[config.mk]
export PLATFORM = sky130hd
export DESIGN_NAME = dtree_seq_eval
export DESIGN_NICKNAME = d
export VERILOG_FILES = /design/src/rtl/dtree_seq_eval.sv
export SDC_FILE = /design/constraint.sdc
export NUM_CORES = 1
export LEC_CHECK = 0
export CORE_UTILIZATION = 60
export CTS_BUF_LIST = sky130_fd_sc_hd__clkbuf_8
export DETAILED_ROUTE_END_ITERATION = 8
export PLACE_DENSITY = 0.85
export SETUP_SLACK_MARGIN = 0.05
export SYNTH_ARGS = -nofsm -noshare
export SYNTH_HDL_FRONTEND = slang
export SYNTH_SLANG_ARGS = --single-unit
[constraint.sdc]
create_clock -name clk -period 7.8 [get_ports clk]
set_clock_uncertainty 0.05 [all_clocks]
set_input_delay 1.95 -clock clk [delete_from_list [all_inputs] [get_ports clk]]
set_output_delay 1.95 -clock clk [all_outputs]
set_load 0.01 [all_outputs]
[src/rtl/dtree_seq_eval.sv]
// dtree_seq_eval: sequential table-driven decision-tree classifier.
// One 8-bit "feature <= threshold" comparator is time-multiplexed across the
// internal nodes of a tree held in a writable node table, walking one node
// per clock from the root (entry 0) to a leaf.
//
// Ports:
//   clk, rst            clock, asynchronous active-high reset
//   in_valid/in_ready   sample handshake; in_feat holds NUM_FEAT features,
//                       feature i at in_feat[i*FEAT_W +: FEAT_W]
//   out_valid/out_ready result handshake; out_class, out_err (step-limit
//                       abort), out_depth (internal nodes visited)
//   cfg_we/cfg_addr/cfg_wdata  node-table write port, honoured only while
//                       cfg_ready (IDLE). Entry layout:
//                       {leaf, feat[3:0], thr[FEAT_W-1:0], left[AW-1:0], right[AW-1:0]}
module dtree_seq_eval #(
  parameter int NUM_FEAT  = 16,
  parameter int FEAT_W    = 8,
  parameter int NODES     = 32,
  parameter int CLS_W     = 4,
  parameter int MAX_STEPS = 15,
  localparam int AW       = $clog2(NODES),
  localparam int EW       = 1 + 4 + FEAT_W + 2 * AW
) (
  input  logic                       clk,
  input  logic                       rst,
  input  logic                       in_valid,
  output logic                       in_ready,
  input  logic [NUM_FEAT*FEAT_W-1:0] in_feat,
  output logic                       out_valid,
  input  logic                       out_ready,
  output logic [CLS_W-1:0]           out_class,
  output logic                       out_err,
  output logic [3:0]                 out_depth,
  input  logic                       cfg_we,
  input  logic [AW-1:0]              cfg_addr,
  input  logic [EW-1:0]              cfg_wdata,
  output logic                       cfg_ready
);

  typedef enum logic [1:0] {
    IDLE = 2'd0,
    WALK = 2'd1,
    DONE = 2'd2
  } state_t;

  state_t                     state, state_nx;
  logic [EW-1:0]              node_mem [NODES];
  logic [NUM_FEAT*FEAT_W-1:0] feat_q;
  logic [AW-1:0]              cur;
  logic [3:0]                 steps;

  // Current node decode
  logic [EW-1:0]     node;
  logic              node_leaf;
  logic [3:0]        node_feat;
  logic [FEAT_W-1:0] node_thr;
  logic [AW-1:0]     node_left;
  logic [AW-1:0]     node_right;
  logic [FEAT_W-1:0] feat_sel;
  logic              go_left;
  logic              at_limit;

  assign node       = node_mem[cur];
  assign node_leaf  = node[EW-1];
  assign node_feat  = node[EW-2 -: 4];
  assign node_thr   = node[2*AW +: FEAT_W];
  assign node_left  = node[AW +: AW];
  assign node_right = node[0 +: AW];

  // Feature indices beyond NUM_FEAT read as zero.
  always_comb begin
    feat_sel = '0;
    if (int'(node_feat) < NUM_FEAT)
      feat_sel = feat_q[node_feat*FEAT_W +: FEAT_W];
  end

  // Unsigned full-width compare; bit-sliced splits are pre-encoded in thr.
  assign go_left  = (feat_sel <= node_thr);
  assign at_limit = (steps == 4'(MAX_STEPS));

  assign in_ready  = (state == IDLE);
  assign cfg_ready = (state == IDLE);
  assign out_valid = (state == DONE);

  // Node table: not reset, written only while idle.
  always_ff @(posedge clk) begin
    if (cfg_we && cfg_ready)
      node_mem[cfg_addr] <= cfg_wdata;
  end

  always_ff @(posedge clk or posedge rst) begin
    if (rst) state <= IDLE;
    else     state <= state_nx;
  end

  always_comb begin
    state_nx = state;
    case (state)
      IDLE:    if (in_valid) state_nx = WALK;
      WALK:    if (node_leaf || at_limit) state_nx = DONE;
      DONE:    if (out_ready) state_nx = IDLE;
      default: state_nx = IDLE;
    endcase
  end

  always_ff @(posedge clk or posedge rst) begin
    if (rst) begin
      feat_q    <= '0;
      cur       <= '0;
      steps     <= '0;
      out_class <= '0;
      out_err   <= 1'b0;
      out_depth <= '0;
    end else begin
      case (state)
        IDLE: begin
          if (in_valid) begin
            feat_q <= in_feat;
            cur    <= '0;
            steps  <= '0;
          end
        end
        WALK: begin
          if (node_leaf) begin
            out_class <= node[CLS_W-1:0];
            out_err   <= 1'b0;
            out_depth <= steps;
          end else if (at_limit) begin
            out_class <= '1;
            out_err   <= 1'b1;
            out_depth <= steps;
          end else begin
            cur   <= go_left ? node_left : node_right;
            steps <= steps + 4'd1;
          end
        end
        default: ;
      endcase
    end
  end

endmodule

==> results.txt <==
Synth Flop Type -> edfxtp_1
Unrepaired setup endpoints after global routing -> no
Post-synth EDFFs -> 736
Vias -> 19,600
Slew @ Worst Pin -> 1.32 ns
Worst setup SP type -> flop
Status -> finished clean
Most frequent cells after synthesis -> edfxtp_1 (736), nand2_1 (405), mux4_2 (188), dfrtp_1 (148), mux2i_1 (84)
TritonRoute pass-1 iters -> 7
Peak VDD IR -> 0.415 mV
Area delta synth->final -> 15.0%
First-pass GRT wire length -> 126,000 um
Die W -> 244 um
Num Clock Sinks -> 884
Post-Route Setup TNS -> 0 ns
Final Hold Vio Count -> 0
Total Die Area -> 59,400 um^2
Adder-cell share of the synthesized area -> 0.321%
IO Port Bufs -> 172
Synth Area in Compound Gates -> 2.12%
Max-Cap Viols -> 0
Main combinational cell family by area after synthesis -> multiplexers
Cell breakdown of the critical path -> nor2_1, a22oi_1, nand3_1, o21ai_0, nor2_4, buf_4, nor3b_1, a222oi_1, nand4b_1, ha_1, a211oi_1, nor2_1, o32ai_2, buf_4, mux4_2, nor2_1, nor3_1, a22o_1
Sequential share of the synthesized area -> 73.6%
Hold endpoint -> feat_q[13]
Mux cell area share after synthesis -> 16.5%
Initial core utilization -> 60.7%
Post-Synth XOR/XNOR Area -> 0.0250%
CTS root buffer -> clkbuf_8
CP max stage delay -> 1.10 ns
R2R setup slack -> 1.17 ns
Power, Total -> 12.6 mW
Total gr overflow -> 0
Number of global-route vias before repair -> 19,900
Pre-CTS setup slack -> 1.38 ns
Beginning of the critical path -> cur[3]
Leakage -> 14.1 nW
Post-synth top area share -> 63.1%
Clock Tree Buf Depth -> 3
Layout Nets -> 2,390
Clock-pin transition on the worst setup and hold timing paths -> 0.06 ns
Worst hold path startpoint -> feat_q[13]
Dominant cells by area after synthesis -> edfxtp_1 (63%), mux4_2 (12%), dfrtp_1 (11%)
Capture point of the worst reg-to-reg path -> cur[4]
Slew headroom -> 11.8%
Crit-path max FO -> 29
1st-iter DRT viols -> 2,366
Min cycle time layout -> 6.63 ns
ANT nets after route -> 0
Kind of end point of the critical path -> flop
Cts bufs inserted -> 137
Total GRT Usage -> 29.7%
Post-Synth Simple-Gate Area -> 6.01%
Async SR Flop Fraction -> 16.7%
Syn_area_per_cell -> 17.8 um^2
Initial antenna violation count -> 3
Slowest cell on the critical path -> nor2_1
Residual DRC count -> 0
Kind of critical path -> flop to flop
Post-synth net total -> 2,135
Most numerous cell in the Yosys netlist -> edfxtp_1
Worst path required time -> 8.43 ns
# H-tree levels -> 4
Post-synth top area cell -> edfxtp_1
DR vias/cell -> 6.33
P per Cell Area -> 314 nW/um^2
Post-cts sizing count -> 0
Post-Syn Area -> 35,000 um^2
Slew Limit Fails -> 0
Top delay family on crit path -> simple AND/OR/NAND/NOR gates
Final WS setup -> 1.17 ns
Hold path depth -> 2
Syn Inst Count -> 1,965
Reg2Reg Depth -> 18
Syn. warnings -> 0
Tcrit/Tclk final -> 85.0%
Largest net degree at the start of global routing -> 131
I/O pins -> 173
Clock Latency Late Sink -> 0.79 ns
CTS Hold Bufs -> 0
Fmax -> 0.151 GHz
Layout cell share with drive strength beyond 1 -> 22.1%
CTS tree -> built
Core area -> 57,700 um^2
WL per Instance -> 27.8 um
# setup viols final -> 0
Post-CTS setup buffer count -> 0
Critical path arrival -> 7.27 ns
Netlist cell types -> 47
Worst path most repeated cell -> nor2_1
Row count -> 88
Routability Congestion -> 0.948
DP HPWL -> 50,700 um
Class of the worst hold path -> flop to flop
Chip Height -> 244 um
Worst Path Buf+Inv -> 2
Routed WL -> 86,000 um
Reg2reg start -> cur[3]
FF+latch count, synth -> 884
[metrics by stage]
step	util [%]	hold slack [ns]	cell area, um^2	cells
after floorplan	-	0.388	35000	1965
after global placement	65.4	0.405	37800	2846
after detailed placement	65.4	0.413	37800	2846
after CTS	69.8	0.427	40300	3088
after global routing	69.8	0.439	40300	3090
final	69.8	0.426	40300	3091
[how the worst max path moves through the flow]
stage / end / slack, ns / cells after the start
after floorplan: cur[0] / 1.82 / 1
after global placement: cur[4] / 1.54 / 18
after detailed placement: cur[4] / 1.38 / 18
after CTS: cur[4] / 1.31 / 18
after global routing: cur[4] / 0.85 / 18
final: cur[4] / 1.17 / 18
[area by class of cell]
class / instances / area [um^2]
repair buffers: 217 / 2070
fillers: 3447 / 17400
inverters: 8 / 35.0
clock buffers: 148 / 2040
clock inverters: 94 / 489
multi-input cells: 972 / 8880
flip-flops and latches: 884 / 25800
diodes: 3 / 7.51
well taps: 765 / 957
[where the power goes]
| group | leakage [nW] | switching [mW] | internal [mW] |
|---|---|---|---|
| clock network | 1.47 | 1.77 | 1.82 |
| logic | 4.15 | 1.74 | 1.46 |
| registers | 8.46 | 0.339 | 5.52 |
| total | 14.1 | 3.84 | 8.81 |
[per-layer routing]
layer	part of all wire (%)	up-vias	wire, um	global-route usage (%)
met4	3.6	2	3060	12.6
li1	-	8154	-	-
met2	49	1305	42000	47.4
met3	10	215	8670	6.53
met1	37	9878	32200	40.1
met5	0.020	-	17	0
[worst reg2reg max path: stages (launching register included)]
cell	delay, ns
dfrtp_1	0.63
nor2_1	1.10
a22oi_1	0.18
nand3_1	0.14
o21ai_0	0.14
nor2_4	0.58
buf_4	0.49
nor3b_1	0.24
a222oi_1	0.53
nand4b_1	0.19
ha_1	0.32
a211oi_1	0.22
nor2_1	0.09
o32ai_2	0.34
buf_4	0.30
mux4_2	0.53
nor2_1	0.13
nor3_1	0.06
a22o_1	0.26
[flip-flops by register name (all words and copies together) (netlist names)]
register,count
cur,5
feat_q,128
node_mem,736
out_class,4
out_depth,4
out_err,1
state,2
steps,4
[cells by family (layout without fill, tap and decap cells)]
logic type	Yosys count	in the layout
xor+xnor	1	1
mux	336	336
simple gates	519	519
compound gates	107	107
flops	884	884
other cells	0	3
fa+ha+maj	9	9
buf+inv	109	467
[placed cells by master, fill, tap and decap left out, types with 12 or more instances in the layout]
master           instances
a21oi_1                 18
edfxtp_1               736
clkdlybuf4s50_1        172
o21ai_0                 18
clkinv_1                23
nor2_1                  29
dfrtp_1                145
mux2i_1                 84
buf_4                   44
clkinv_2                12
nand2_1                404
mux4_2                 188
a22oi_1                 40
nor2_2                  28
inv_1                   52
clkbuf_8               148
mux2_2                  63
Power figures use the tool's default switching activity.
